`src/rtl/pipelined_cla_add_sub_if.sv`:
```
// Valid/ready bus for pipelined_cla_add_sub.
// With SATURATE_EN defined the bus also carries sat_en alongside the operands.
interface pipelined_cla_add_sub_if #(
    parameter int unsigned WIDTH = 16
);
    logic             in_valid;
    logic             in_ready;
    logic [WIDTH-1:0] A;
    logic [WIDTH-1:0] B;
    logic             Cin;
    logic             control;
`ifdef SATURATE_EN
    logic             sat_en;
`endif
    logic             out_valid;
    logic             out_ready;
    logic [WIDTH-1:0] sum;
    logic             Cout;
    logic             overflow;
    logic             zero;

`ifdef SATURATE_EN
    modport master (
        output in_valid, A, B, Cin, control, sat_en, out_ready,
        input  in_ready, out_valid, sum, Cout, overflow, zero
    );
    modport slave (
        input  in_valid, A, B, Cin, control, sat_en, out_ready,
        output in_ready, out_valid, sum, Cout, overflow, zero
    );
`else
    modport master (
        output in_valid, A, B, Cin, control, out_ready,
        input  in_ready, out_valid, sum, Cout, overflow, zero
    );
    modport slave (
        input  in_valid, A, B, Cin, control, out_ready,
        output in_ready, out_valid, sum, Cout, overflow, zero
    );
`endif
endinterface

```
`src/rtl/pipelined_cla_add_sub.sv`:
```
// Pipelined carry-lookahead adder/subtractor: one GROUP-bit CLA slice per stage, global stall.
// Optional SATURATE_EN macro adds sat_en and clamps signed overflow in the final stage.
module pipelined_cla_add_sub #(
    parameter int unsigned WIDTH = 16,
    parameter int unsigned GROUP = 4
) (
    input logic                    clk,
    input logic                    rst,
    pipelined_cla_add_sub_if.slave bus
);
    localparam int unsigned NS = WIDTH / GROUP;
    // Skew stages sitting in front of the output stage; WIDTH must be at least 2*GROUP.
    localparam int unsigned NK = NS - 1;

    typedef logic [WIDTH-1:0] word_t;

    function automatic logic [GROUP:0] cla_carries(input logic [GROUP-1:0] g,
                                                   input logic [GROUP-1:0] p,
                                                   input logic             ci);
        logic [GROUP:0] c;
        logic           pp;
        c[0] = ci;
        for (int i = 0; i < GROUP; i++) begin
            pp       = p[i];
            c[i + 1] = g[i];
            for (int j = i - 1; j >= 0; j--) begin
                c[i + 1] = c[i + 1] | (pp & g[j]);
                pp       = pp & p[j];
            end
            c[i + 1] = c[i + 1] | (pp & ci);
        end
        return c;
    endfunction

    logic  vld_q [NK], vld_d [NK];
    word_t a_q   [NK], a_d   [NK];
    word_t b_q   [NK], b_d   [NK];
    word_t res_q [NK], res_d [NK];
    logic  ctl_q [NK], ctl_d [NK];
    logic  cy_q  [NK], cy_d  [NK];
`ifdef SATURATE_EN
    logic  sat_q [NK], sat_d [NK];
    logic  st_sat [NS];
`endif

    logic  out_valid_q, out_valid_d;
    word_t sum_q, sum_d;
    logic  cout_q, cout_d, ovf_q, ovf_d, zero_q, zero_d;

    logic  st_vld [NS], st_ctl [NS], st_cy [NS];
    word_t st_a [NS], st_b [NS], st_res [NS];
    word_t nx_res [NS];
    logic  nx_cy [NS];
    logic  msb_cin;
    logic  adv;

    assign adv          = ~out_valid_q | bus.out_ready;
    assign bus.in_ready = adv;

    always_comb begin : stage_logic
        logic [GROUP-1:0] as, bs;
        logic [GROUP:0]   c;
        st_vld[0] = bus.in_valid;
        st_a[0]   = bus.A;
        st_b[0]   = bus.B;
        st_ctl[0] = bus.control;
        st_cy[0]  = bus.Cin;
        st_res[0] = '0;
`ifdef SATURATE_EN
        st_sat[0] = bus.sat_en;
`endif
        for (int k = 1; k < NS; k++) begin
            st_vld[k] = vld_q[k - 1];
            st_a[k]   = a_q[k - 1];
            st_b[k]   = b_q[k - 1];
            st_ctl[k] = ctl_q[k - 1];
            st_cy[k]  = cy_q[k - 1];
            st_res[k] = res_q[k - 1];
`ifdef SATURATE_EN
            st_sat[k] = sat_q[k - 1];
`endif
        end
        msb_cin = 1'b0;
        for (int k = 0; k < NS; k++) begin
            as        = st_a[k][k*GROUP +: GROUP];
            bs        = st_b[k][k*GROUP +: GROUP] ^ {GROUP{st_ctl[k]}};
            c         = cla_carries(as & bs, as ^ bs, st_cy[k]);
            nx_res[k] = st_res[k];
            nx_res[k][k*GROUP +: GROUP] = (as ^ bs) ^ c[GROUP-1:0];
            nx_cy[k]  = c[GROUP];
            if (k == NS - 1) msb_cin = c[GROUP-1];
        end
    end

    always_comb begin : next_state
        word_t fsum;
        logic  fovf;
        fsum = nx_res[NS-1];
        fovf = msb_cin ^ nx_cy[NS-1];
`ifdef SATURATE_EN
        // Overflow implies A and effective B share a sign; A's MSB picks the clamp direction.
        if (st_sat[NS-1] && fovf) begin
            fsum = st_a[NS-1][WIDTH-1] ? {1'b1, {(WIDTH-1){1'b0}}} : {1'b0, {(WIDTH-1){1'b1}}};
        end
`endif
        out_valid_d = out_valid_q;
        sum_d       = sum_q;
        cout_d      = cout_q;
        ovf_d       = ovf_q;
        zero_d      = zero_q;
        if (adv) begin
            out_valid_d = st_vld[NS-1];
            sum_d       = fsum;
            cout_d      = nx_cy[NS-1];
            ovf_d       = st_vld[NS-1] & fovf;
            zero_d      = st_vld[NS-1] & (fsum == '0);
        end
        for (int k = 0; k < NK; k++) begin
            vld_d[k] = adv ? st_vld[k] : vld_q[k];
            a_d[k]   = adv ? st_a[k]   : a_q[k];
            b_d[k]   = adv ? st_b[k]   : b_q[k];
            ctl_d[k] = adv ? st_ctl[k] : ctl_q[k];
            cy_d[k]  = adv ? nx_cy[k]  : cy_q[k];
            res_d[k] = adv ? nx_res[k] : res_q[k];
`ifdef SATURATE_EN
            sat_d[k] = adv ? st_sat[k] : sat_q[k];
`endif
        end
    end

    always_ff @(posedge clk) begin
        if (rst) begin
            for (int k = 0; k < NK; k++) begin
                vld_q[k] <= 1'b0;
                a_q[k]   <= '0;
                b_q[k]   <= '0;
                ctl_q[k] <= 1'b0;
                cy_q[k]  <= 1'b0;
                res_q[k] <= '0;
`ifdef SATURATE_EN
                sat_q[k] <= 1'b0;
`endif
            end
            out_valid_q <= 1'b0;
            sum_q       <= '0;
            cout_q      <= 1'b0;
            ovf_q       <= 1'b0;
            zero_q      <= 1'b0;
        end else begin
            vld_q       <= vld_d;
            a_q         <= a_d;
            b_q         <= b_d;
            ctl_q       <= ctl_d;
            cy_q        <= cy_d;
            res_q       <= res_d;
`ifdef SATURATE_EN
            sat_q       <= sat_d;
`endif
            out_valid_q <= out_valid_d;
            sum_q       <= sum_d;
            cout_q      <= cout_d;
            ovf_q       <= ovf_d;
            zero_q      <= zero_d;
        end
    end

    assign bus.out_valid = out_valid_q;
    assign bus.sum       = sum_q;
    assign bus.Cout      = cout_q;
    assign bus.overflow  = ovf_q;
    assign bus.zero      = zero_q;
endmodule
```
`src/flat_wrapper.sv`:
```
// flat-port wrapper written by rule: the top's interface ports become plain ports
module pipelined_cla_add_sub_flat 
#(
    parameter int unsigned WIDTH = 16,
    parameter int unsigned GROUP = 4
)
  (clk, rst, bus_in_valid, bus_A, bus_B, bus_Cin, bus_control, bus_out_ready, bus_in_ready, bus_out_valid, bus_sum, bus_Cout, bus_overflow, bus_zero);
  pipelined_cla_add_sub_if #(.WIDTH(WIDTH)) bus_i ();
  input logic clk;
  input logic rst;
  input wire logic [$bits(bus_i.in_valid)-1:0] bus_in_valid;
  input wire logic [$bits(bus_i.A)-1:0] bus_A;
  input wire logic [$bits(bus_i.B)-1:0] bus_B;
  input wire logic [$bits(bus_i.Cin)-1:0] bus_Cin;
  input wire logic [$bits(bus_i.control)-1:0] bus_control;
  input wire logic [$bits(bus_i.out_ready)-1:0] bus_out_ready;
  output wire logic [$bits(bus_i.in_ready)-1:0] bus_in_ready;
  output wire logic [$bits(bus_i.out_valid)-1:0] bus_out_valid;
  output wire logic [$bits(bus_i.sum)-1:0] bus_sum;
  output wire logic [$bits(bus_i.Cout)-1:0] bus_Cout;
  output wire logic [$bits(bus_i.overflow)-1:0] bus_overflow;
  output wire logic [$bits(bus_i.zero)-1:0] bus_zero;
  assign bus_i.in_valid = bus_in_valid;
  assign bus_i.A = bus_A;
  assign bus_i.B = bus_B;
  assign bus_i.Cin = bus_Cin;
  assign bus_i.control = bus_control;
  assign bus_i.out_ready = bus_out_ready;
  assign bus_in_ready = bus_i.in_ready;
  assign bus_out_valid = bus_i.out_valid;
  assign bus_sum = bus_i.sum;
  assign bus_Cout = bus_i.Cout;
  assign bus_overflow = bus_i.overflow;
  assign bus_zero = bus_i.zero;
  pipelined_cla_add_sub #(.WIDTH(WIDTH), .GROUP(GROUP)) u_core (.clk(clk), .rst(rst), .bus(bus_i));
endmodule
```
`config.mk`:
```
export PLATFORM = sky130hd
export DESIGN_NAME = pipelined_cla_add_sub_flat
export DESIGN_NICKNAME = d
export VERILOG_FILES = /design/src/rtl/pipelined_cla_add_sub_if.sv /design/src/rtl/pipelined_cla_add_sub.sv /design/src/flat_wrapper.sv
export SDC_FILE = /design/constraint.sdc
export NUM_CORES = 1
export LEC_CHECK = 0
export BUFFER_PORTS_ARGS = -buffer_cell sky130_fd_sc_hd__buf_4
export CORE_ASPECT_RATIO = 1.25
export CORE_MARGIN = 1.5
export CORE_UTILIZATION = 60
export CTS_CLUSTER_SIZE = 25
export DETAILED_ROUTE_END_ITERATION = 8
export HOLD_SLACK_MARGIN = 0.08
export PLACE_DENSITY = 0.91
export SLEW_MARGIN = 0
export SYNTH_ARGS = -nofsm -noshare
export SYNTH_HDL_FRONTEND = slang
export SYNTH_SLANG_ARGS = --single-unit
export TNS_END_PERCENT = 20
```
`constraint.sdc`:
```
create_clock -name clk -period 5.7 [get_ports clk]
set_input_delay 0.855 -clock clk [delete_from_list [all_inputs] [get_ports clk]]
set_output_delay 0.855 -clock clk [all_outputs]
set_load 0.1 [all_outputs]
```
==> flow_summary.yaml <==
sta:
  maxSlewHeadroom_pct: 38.4
  max_freq_ghz: 0.358
  grt_setup_unrepaired: "false"
  setup_violations: 0
  period_needed_ps: 2790
  min_period_over_period_pct: 49.0
  worst_pin_slew_ps: 924
  drv_slew: 0
  fin_setup_tns_ps: 0
  hold_viol: 0
  holdWs_ps: 454
  clock-skew-final_ps: 11.7
power:
  power_leakage_nw: 2.10
  clkPwrFrac_pct: 32.7
  p_total_mw: 1.48
  p_sw_mw: 0.401
  sw_frac_of_total_pct: 27.1
  sequentialPowerShare_pct: 52.7
  peakVddDrop_mv: 0.200
  p_comb_share_pct: 14.6
  p_per_area_nw_per_um2: 303
  p_int_mw: 1.08
synthesis:
  syn_area_per_cell_um2: 8.09
  synthDistinctLibCells: 35
  netlist_area_um2: 4260
  syn-num-nets: 585
  synth_seq_area_share_pct: 47.4
  yosys_warnings: 0
  synth_edf_count: 0
  ys_seq_elements: 101
  async_flop_share_pct: 0
  syn_inst: 527
  synth-main-ff-cell: "dfxtp_1"
placement:
  dp.final_hpwl_mm: 5.90
  place.gp.congestion: 0.820
  port-buffer-count: 58
worst_setup_path:
  cpLargestDelayFamily: "simple AND/OR/NAND/NOR gates"
  critPathSlowestCell: "nor2b_4"
  max_stage_delay_ps: 630
  crit_required_ps: 4850
  worstSetupPathType: "input pin to primary output"
  end_kind: "primary output"
  path_cells: "buf_4 > nor2b_4 > inv_2 > buf_4"
  arrival_ps: 1940
  timing.critical_path.mode_cell: "buf_4"
  critPathBufInv: 3
  startpoint_type: "input pin"
  path_max_fanout: 37
grt:
  grt_antenna_before_repair: 0
  grt_usage_pct: 24.7
  overflow: 0
  grt_pass1_vias: 3470
  grt_start_max_net_pins: 98
  grt_pass1_wl_mm: 15.3
floorplan:
  die_h_um: 97.2
  ioPinCount: 59
  start_util_pct: 61.5
  fp.coreArea_um2: 6930
  placementRows: 34
  die_x_um: 78.4
  die_area_um2: 7620
layout:
  multiInputGateArea_um2: 2070
  fin_nets: 619
  fillers: 582
  n_antenna_cell: 0
  area_delta_synth_final_pct: 14.9
  regArea_um2: 2020
  drive_gt1_share_pct: 14.2
drt:
  drcViolationCount: 0
  dr.first_iter.drc_count: 313
  routedWlPerCell_um: 13.7
  vias: 3636
  dr.pass1.iters: 4
  drt-total-wl_mm: 8.98
  post_drt_via_cell_ratio: 5.55
  ant_nets: 0
clock_network:
  insertion_delay_ps: 360
  cts_buffer_depth: 2
  ctsRootBufferMaster: "clkbuf_8"
  clkTransAtPathRegs_ps: 90
  cts_setup_buffers: 0
  cts-htree-levels: 3
  cts_buffers: 9
  cts_resized: 0
  numClockSinks: 101
  hold_buffers: 0
  cts_tree: "yes"
flow_run:
  max-cap-violations: 0
worst_hold_path:
  hold_path_class: "flip-flop to flip-flop"
outcome:
  status: "finished, final reports clean"
-- Yosys cell counts, types with 2 or more instances --
cell type / count / area [µm²]
dfxtp_1: 101 / 2020
a31oi_1: 4 / 25.0
fa_1: 4 / 80.1
xor2_1: 17 / 149
a2bb2oi_1: 3 / 26.3
nand3_1: 9 / 45.0
a211oi_1: 4 / 30.0
nand2_1: 169 / 634
nand3b_1: 3 / 22.5
buf_1: 10 / 37.5
nand4_1: 2 / 12.5
clkbuf_1: 17 / 63.8
a21oi_1: 90 / 450
a21o_1: 4 / 30.0
o21ai_0: 14 / 70.1
inv_1: 5 / 18.8
nor4b_1: 7 / 61.3
buf_2: 11 / 55.1
xnor2_1: 6 / 52.6
and2_1: 2 / 12.5
nor2_1: 12 / 45.0
ha_1: 16 / 200
nor4_1: 2 / 12.5
nor3_1: 4 / 20.0
-- layer usage --
layer / GRT usage, % / wire length (µm)
met1: 31.2 / 3840
met2: 41.1 / 4560
met3: 3.47 / 320
met4: 12.4 / 260
met5: 0 / 0
-- power groups by stage --
stage               Combinational (mW)  Sequential, mW  Clock, mW
floorplan                        0.117           0.832          0
global placement                 0.206           0.795          0
detailed placement               0.214           0.797          0
CTS                              0.216           0.781      0.488
global route                     0.238           0.787      0.522
finish                           0.216           0.781      0.484
-- state kept, by name, indices dropped and copies added, names as in the netlist --
register	flops
u_core.ctl_q	3
u_core.bus.zero	1
u_core.bus.Cout	1
u_core.next_state.fsum	12
u_core.bus.out_valid	1
u_core.bus.overflow	1
u_core.cy_q	3
u_core.bus.sum	16
u_core.nx_res	12
u_core.b_q	24
u_core.st_vld	3
u_core.a_q	24
-- layout by cell type, fill, tap and decap left out, types with 2 or more instances in the layout --
| master | n |
|---|---|
| dfxtp_1 | 101 |
| nor3_1 | 4 |
| a21o_1 | 4 |
| a211oi_1 | 4 |
| nor2_1 | 12 |
| nand2_1 | 169 |
| nand4_1 | 2 |
| fa_1 | 4 |
| a31oi_1 | 4 |
| nor4b_1 | 7 |
| nand3_1 | 9 |
| ha_1 | 16 |
| nand3b_1 | 3 |
| inv_1 | 5 |
| nor4_1 | 2 |
| a2bb2oi_1 | 3 |
| o21ai_0 | 14 |
| xor2_1 | 17 |
| clkbuf_8 | 9 |
| bufinv_16 | 2 |
| a21oi_1 | 90 |
| and2_1 | 2 |
| buf_4 | 61 |
| xnor2_1 | 6 |
| clkinv_2 | 2 |
-- stage by stage --
step,setup slack (ps),cell area [µm²],instances,util [%]
after floorplan,2670,4260,527,-
after global placement,2920,4680,640,67.6
after detailed placement,2870,4680,640,67.6
after CTS,2900,4900,655,70.6
after global routing,2820,4900,655,70.6
final,2910,4900,655,70.6
-- cell type report --
class | instances | area share (%)
clock buffers | 9 | 2.53
clock inverters | 6 | 1.79
inverters | 6 | 0.460
multi-input cells | 382 | 42.3
flip-flops and latches | 101 | 41.3
well taps | 90 | 2.30
repair buffers | 61 | 9.35
-- worst min-delay path, stage by stage (launching register included) --
cell and delay [ps]:
dfxtp_1 320, nand2_1 50, a21oi_1 50
-- kinds of logic (layout without fill, tap and decap cells) --
| kind of cell | Yosys count | in the layout | synth area share (%) |
|---|---|---|---|
| and+or+nand+nor | 213 | 213 | 20.8 |
| AOI/OAI and AO/OA | 125 | 125 | 16.1 |
| DFF | 101 | 101 | 47.4 |
| buffers and inverters | 44 | 82 | 4.20 |
| xor gates and xnor gates | 23 | 23 | 4.73 |
| adders and majority gates | 20 | 20 | 6.57 |
| muxes | 1 | 1 | 0.235 |
-- path summary, 6_finish.rpt --
kind / endpoint / slack, ps / startpoint / cells after the start
worst max register to register: u_core.bus.zero / 3430 / u_core.ctl_q[0] / 6
worst min-delay path: u_core.a_q[47] / 450 / u_core.a_q[47] / 2
worst max-delay path: bus_in_ready / 2910 / bus_out_ready / 4
worst min register to register: u_core.a_q[47] / 450 / u_core.a_q[47] / 2
Note: power is estimated with default switching activity, not from simulation.
